$ cat src/rtl/gcd_spi_ctrl.sv
// gcd_spi_ctrl: accepts operand pairs, launches the external GCD engine with a timeout,
// and delivers {err, seq, result} as one SPI mode-0 frame on je = {sclk, mosi, cs_n}.
module gcd_spi_ctrl #(
   parameter int DW      = 8,
   parameter int CLK_DIV = 4,
   parameter int TIMEOUT = 255
) (
   input  logic          clk,
   input  logic          rst_btn,
   input  logic          op_valid,
   output logic          op_ready,
   input  logic [DW-1:0] op_a,
   input  logic [DW-1:0] op_b,
   output logic          gcd_start,
   output logic [DW-1:0] gcd_a,
   output logic [DW-1:0] gcd_b,
   input  logic          gcd_done,
   input  logic [DW-1:0] gcd_rslt,
   output logic [2:0]    je,
   output logic          busy
);
   localparam int FW = 8 + DW;
   localparam int TW = $clog2(TIMEOUT + 1);
   localparam int CW = $clog2(CLK_DIV + 1);
   localparam int BW = $clog2(FW);

   typedef enum logic [2:0] {IDLE, START, WAIT, SEND, GAP} state_t;

   state_t        state, state_n;
   logic [TW-1:0] tmo;
   logic [CW-1:0] div_cnt;
   logic [BW-1:0] bit_cnt;
   logic [FW-1:0] sh;
   logic [6:0]    seq;
   logic          cs_n, mosi, sclk;
   logic          hs, zero, tick, last, expire, load, err_n;
   logic [DW-1:0] res_n;

   assign hs     = state == IDLE && op_valid && op_ready;
   assign zero   = op_a == '0 || op_b == '0;
   assign tick   = div_cnt == CW'(CLK_DIV - 1);
   assign last   = tick && sclk && bit_cnt == BW'(FW - 1);
   assign expire = tmo == TW'(1);
   assign load   = state != SEND && state_n == SEND;

   always_ff @(posedge clk or negedge rst_btn) begin
      if (!rst_btn)
         state <= IDLE;
      else
         state <= state_n;
   end

   // err_n/res_n are only meaningful on the transition into SEND
   always_comb begin
      state_n = state;
      err_n   = 1'b0;
      res_n   = '0;
      case (state)
         IDLE: begin
            state_n = hs ? (zero ? SEND : START) : IDLE;
            res_n   = op_a | op_b;
         end
         START: state_n = WAIT;
         WAIT: begin
            state_n = gcd_done || expire ? SEND : WAIT;
            err_n   = !gcd_done;
            res_n   = gcd_done ? gcd_rslt : '0;
         end
         SEND: state_n = last ? GAP : SEND;
         GAP: state_n = tick ? IDLE : GAP;
         default: state_n = IDLE;
      endcase
   end

   always_ff @(posedge clk or negedge rst_btn) begin
      if (!rst_btn) begin
         op_ready <= 1'b0;
         gcd_a    <= '0;
         gcd_b    <= '0;
         tmo      <= '0;
         div_cnt  <= '0;
         bit_cnt  <= '0;
         sh       <= '0;
         seq      <= '0;
         cs_n     <= 1'b1;
         mosi     <= 1'b0;
         sclk     <= 1'b0;
      end else begin
         op_ready <= state_n == IDLE;
         if (hs) begin
            gcd_a <= op_a;
            gcd_b <= op_b;
         end
         if (state == START)
            tmo <= TW'(TIMEOUT);
         else if (state == WAIT)
            tmo <= tmo - TW'(1);
         if (load) begin
            sh      <= {err_n, seq, res_n};
            mosi    <= err_n;
            cs_n    <= 1'b0;
            sclk    <= 1'b0;
            div_cnt <= '0;
            bit_cnt <= '0;
         end else if (state == SEND) begin
            div_cnt <= tick ? '0 : div_cnt + CW'(1);
            if (tick)
               sclk <= !sclk;
            // mosi moves only on the falling sclk; the last fall also closes the frame
            if (tick && sclk && last) begin
               cs_n <= 1'b1;
               mosi <= 1'b0;
            end else if (tick && sclk) begin
               bit_cnt <= bit_cnt + BW'(1);
               sh      <= sh << 1;
               mosi    <= sh[FW-2];
            end
         end else if (state == GAP) begin
            div_cnt <= tick ? '0 : div_cnt + CW'(1);
            if (tick)
               seq <= seq + 7'd1;
         end
      end
   end

   always_comb begin
      gcd_start = state == START;
      busy      = state != IDLE;
      je        = {sclk, mosi, cs_n};
   end
endmodule
$ cat config.mk
export PLATFORM = sky130hd
export DESIGN_NAME = gcd_spi_ctrl
export DESIGN_NICKNAME = d
export VERILOG_FILES = /design/src/rtl/gcd_spi_ctrl.sv
export SDC_FILE = /design/constraint.sdc
export NUM_CORES = 1
export LEC_CHECK = 0
export CELL_PAD_IN_SITES_DETAIL_PLACEMENT = 1
export CELL_PAD_IN_SITES_GLOBAL_PLACEMENT = 1
export CORE_ASPECT_RATIO = 0.75
export CORE_MARGIN = 2
export CORE_UTILIZATION = 41
export CTS_CLUSTER_DIAMETER = 150
export CTS_CLUSTER_SIZE = 10
export DETAILED_ROUTE_END_ITERATION = 8
export PLACE_DENSITY = 0.81
export SLEW_MARGIN = 20
export SYNTH_ARGS = -nofsm -noshare
export SYNTH_HDL_FRONTEND = slang
export SYNTH_SLANG_ARGS = --single-unit
$ cat constraint.sdc
create_clock -name clk -period 2.3 [get_ports clk]
set_input_delay 0.345 -clock clk [delete_from_list [all_inputs] [get_ports clk]]
set_output_delay 0.345 -clock clk [all_outputs]
set_load 0.02 [all_outputs]
Word level (Yosys, flattened, before mapping)
Index checks and enable logic that the tools add are counted. W data, S select, Z words.

Flip-flop bits (word level): 60. Input bits: 28. Output and inout port bits: 22. Word-level logic and storage cells: 89.

$add $sub $neg: 4. Equality and inequality tests: 10. Mux-type cells: 33. Bitwise logic cells: 3. Reductions and logical operators: 27.

Operators by type and width (count): $mux W15 (4); $mux W8 (3); $mux W3 (6); $logic_not A8 Y1 (2); $mux W4 (4); $pmux W8 S2 (1); $pmux W3 S5 (1); $eq A3 B2 Y1 const B (4); $mux W1 (12); $reduce_bool A2 Y1 (5); $reduce_bool A3 Y1 (3); $eq A8 B1 Y1 const B (1); $or A8 B8 Y8 (1); $sub A8 B1 Y8 const B (1); $add A7 B1 Y7 const B (1); $logic_and A1 B1 Y1 (6); $logic_not A3 Y1 (2); $reduce_and A2 Y1 (3); $add A4 B1 Y4 const B (1); $eq A4 B4 Y1 const B (1); $mux W2 (2); $reduce_and A4 Y1 (1); $add A3 B1 Y3 const B (1); $eq A3 B1 Y1 const B (1); other kinds (7) (10).

Depth between registers and ports, before layout
Word-level depth: 9. Mapped depth: 9. Depth with buffers taken out: 6.

Worst setup path before layout
Ideal clock, no wire load.

Path type: reg-to-reg. Start: register state[0]. End: register sh[0]. Setup time: 0.138 ns. Arrival: 1.642 ns. Required time: 2.162 ns. Slack: 0.520 ns. Stages on the path, launching flop included: 10. Path buffers: 4. Clock period less this slack: 1.780 ns. Cell sequence: dfrtp_1 buf_4 nor3_2 and3_1 buf_6 a21boi_4 or2_1 buf_2 buf_6 o221ai_1.

Word-level cells in the longest chain between the ends: 9. Elaborated cells between the ends (all ways): 18. Classes of those cells: 7 x eq/ne; 4 x mux; 7 x reduce/logical.

RTL lines: start: declaration (RTL line 29) `state_t state, state_n;`; start signal: assignment (RTL line 50) `state <= state_n;`; $logic_not A3 Y1 (RTL line 39, 58); $logic_and A1 B1 Y1 (2 in series) (RTL line 39) `assign hs = state == IDLE && op_valid && op_ready;`; $mux W2 (RTL line 60) `state_n = hs ? (zero ? SEND : START) : IDLE;`; $pmux W3 S5 (RTL line 58) `case (state)`; $eq A3 B2 Y1 (RTL line 44) `assign load = state != SEND && state_n == SEND;`; $logic_and A1 B1 Y1 (RTL line 44); $ne A2 B2 Y1 (no line) / $reduce_bool A2 Y1 (equally long branches); $reduce_and A3 Y1 (no line); end signal: assignment (RTL line 99) `sh <= {err_n, seq, res_n};`; end signal: assignment (RTL line 115) `sh <= sh << 1;`; end: declaration (RTL line 33) `logic [FW-1:0] sh;`.

Several ways; a longest one is shown, not always the timed one. A chain may end at the register's enable or synchronous reset.

Worst setup path after layout
Start: register state[1]. End: output port gcd_start.

Word-level cells in the longest chain between the ends: 1.

RTL lines: $eq A3 B1 Y1 (RTL line 127) `gcd_start = state == START;`; end: declaration (RTL line 14) `output logic gcd_start,`.

No other way between the ends.

==> reports/results.ini <==
[status]
status=completed

[setup_path]
critPathMaxStageDelay_ns=0.49
end_kind=output pin
r2r-start=state[2]
worstPathRequired_ns=1.96
slowest_stage=dfrtp_2
rr_worst_depth=7
crit_path_cell_trace=or3b_2 > inv_1 > dlygate4sd2_1
startpoint=state[1]
crit_fanout=11
start_kind=flop
crit_end=gcd_start
critical_path_class=flop to output pin
timing.rr.end=cs_n
arrival_ns=1.74
ff2ff_setup_slack_ns=0.25

[sta]
finalHoldViolations=0
finalSetupTns_ns=0
relSlewSlack=0.6325
setup_viol=0
slew_violations=0
rsz0062_at_grt=no
fin_crit_sh=0.9050
skew_ns=0.01001
fmax_mhz=480.4
fin_crit_ns=2.081
hold_slack_ns=0.5087
tightest_slew_ns=0.5512

[placed_design]
place_inst=418
port_buffers=49
place.gp.congestion=0.8054
place_hpwl_mm=6.021

[synth]
yosysWarnings=0
synth_ff_type=dfrtp_1
synth_area_leader_cell=dfrtp_1
yosys.area_share.simple=0.1556
seq_area_frac_synth=0.5078
synth_top_family_by_area=simple AND/OR/NAND/NOR gates
synthMuxAreaShare=0.1425
synth.distinct_cells=45
syn_nets=304
synthAdderAreaFrac=0.02114
syn_area_mm2=0.002959
synth_edf_count=0
synth-xor-area-share=0.04736
ys_ff_latch=60
synth-async-reset-ratio=1.000
synth.avg_cell_area_um2=10.92
yosys-top-cells-area=dfrtp_1 (50%), mux2i_1 (7.8%), mux2_2 (6.5%)
synth_top_area_share=0.4989
synth_compound_area_frac=0.08076
syn_inst=271

[cts]
numClockSinks=60
cts-buffers-inserted=9
cts_buffer_depth=2
cts-root-buf=clkbuf_8
clk_pin_slew_worst_paths_ns=0.06
htree_levels=3
cts_tree=yes
insertion_delay_ns=0.34

[flow_run]
max_cap_violations=0

[finish]
final-instance-count-excl-fill=435
area_delta_synth_final_pct=27.86
drive_above_1_share=0.1632
n_antenna_cell=0
final_nets=365
fill_cells=755

[route]
wl_per_cell_um=18.45
vias=2274
drt_iter0_markers=73
via_per_inst=5.228
first_pass_iters=4
ant_nets=0
drt-total-wl_mm=8.025
drcViolationCount=0

[global_route]
gr-usage-met2=0.3500
grt_use_met3=0.08198
grt-ovfl-total=0
grt_util_met1=0.3085
grt_max_degree=40
grt_pass1_wl_mm=13.60
grt_pass1_vias=2489
grt_use_total=0.2263
busiest_layer=met2
grt_antenna_before_repair=0

[power]
power_density_mw_per_mm2=751.9
irDropWorstVdd_mv=0.4874
finalPower_uw=2845
p_leak_uw=0.001700

[worst_hold_path]
hold_class=flop to flop

[floorplan]
die_height_um=77.58
ios=50
die-area_mm2=0.007920
die_width_um=102.1
initial_core_util=0.4291
rows=26
coreArea_mm2=0.006897

[repair_timing]
item,CTS,global route
hold buffers,1,0
gates resized for setup,2,1
hold endpoints to repair,13,0
setup endpoints to repair,1,1
setup buffers,0,0
[cells in the mapped netlist, types with 3 or more instances]
library cell	instances
dfrtp_1	59
nor2_1	28
nand2_1	24
mux2i_1	23
mux2_2	17
o21ai_0	14
a21oi_1	11
xnor2_1	9
xor2_1	7
buf_4	6
and3_1	5
ha_1	5
inv_1	5
nand4_1	5
nor4_1	5
buf_2	4
nor3_1	4
buf_6	3
clkbuf_1	3
nand3_1	3
nand3b_1	3
o21ai_1	3
[kinds of logic (layout without fill, tap and decap cells)]
logic type	count (synthesis)	count (layout)
and+or+nand+nor	89	89
muxes	40	40
adders and majority gates	5	5
xor gates and xnor gates	16	16
DFF	60	60
AOI/OAI and AO/OA	39	39
buffers and inverters	22	88
[sequential cells by signal, summed over array words and instances, names as in the netlist, 3 cells and up]
signal	flops
gcd_a	8
state	3
bit_cnt	4
gcd_b	8
seq	7
tmo	8
div_cnt	3
sh	15
[placed cells by master, fill, tap and decap left out, drive strengths merged, types with 4 or more instances in the layout]
| cell type | instances |
|---|---|
| nand2 | 24 |
| inv | 5 |
| o21ai | 17 |
| clkinv | 4 |
| nor4 | 5 |
| xnor2 | 9 |
| a21oi | 11 |
| mux2i | 23 |
| clkbuf | 13 |
| mux2 | 17 |
| clkdlybuf4s50 | 46 |
| xor2 | 7 |
| nor2 | 29 |
| nand4 | 5 |
| nor3 | 5 |
| buf | 17 |
| dfrtp | 59 |
| ha | 5 |
| and3 | 5 |
[routing by layer]
metal	vias up	routed length, um
met5	-	0
met2	56	3803
li1	1070	-
met4	0	54
met1	1141	3749
met3	7	418
[worst max-delay path: cells and delay by family (launching register included)]
| kind | cells | cell delay [ns] |
|---|---|---|
| buf+inv | 2 | 0.42 |
| flops | 1 | 0.49 |
| simple gates | 1 | 0.49 |
[how the worst min path moves through the flow]
stage             start    endpoint  slack, ns  depth (start not counted)
2_1_floorplan   rst_btn  bit_cnt[0]       0.05                          0
3_3_place_gp    rst_btn  div_cnt[2]       0.36                          1
3_5_place_dp    rst_btn  div_cnt[2]       0.37                          1
4_1_cts          seq[3]      seq[3]       0.51                          1
5_1_grt          seq[6]      seq[6]       0.52                          1
6_report       gcd_a[7]    gcd_a[7]       0.51                          1
[area by class of cell]
cell class              count  area [um^2]  area share
clock buffers              13        148.9     0.03935
clock inverters             3        15.01    0.003968
inverters                   6        22.52    0.005952
multi-input cells         189         1329      0.3512
flip-flops and latches     60         1504      0.3975
well taps                  98        122.6     0.03241
repair buffers             66        641.9      0.1696
[metrics by stage]
stage	worst slack (ns)	area (um^2)	util
4_1_cts	0.04308	3781	0.5483
6_report	0.2186	3784	0.5486
2_1_floorplan	0.5202	2959	-
5_1_grt	0.1234	3784	0.5486
3_5_place_dp	0.03335	3607	0.5230
3_3_place_gp	0.1960	3607	0.5230
[power by group]
| part | internal (uW) | total [uW] | switching, uW |
|---|---|---|---|
| Combinational | 325 | 641 | 316 |
| Sequential | 1230 | 1380 | 150 |
| Clock | 416 | 822 | 406 |
No activity file was read; power rests on OpenSTA's default activity.
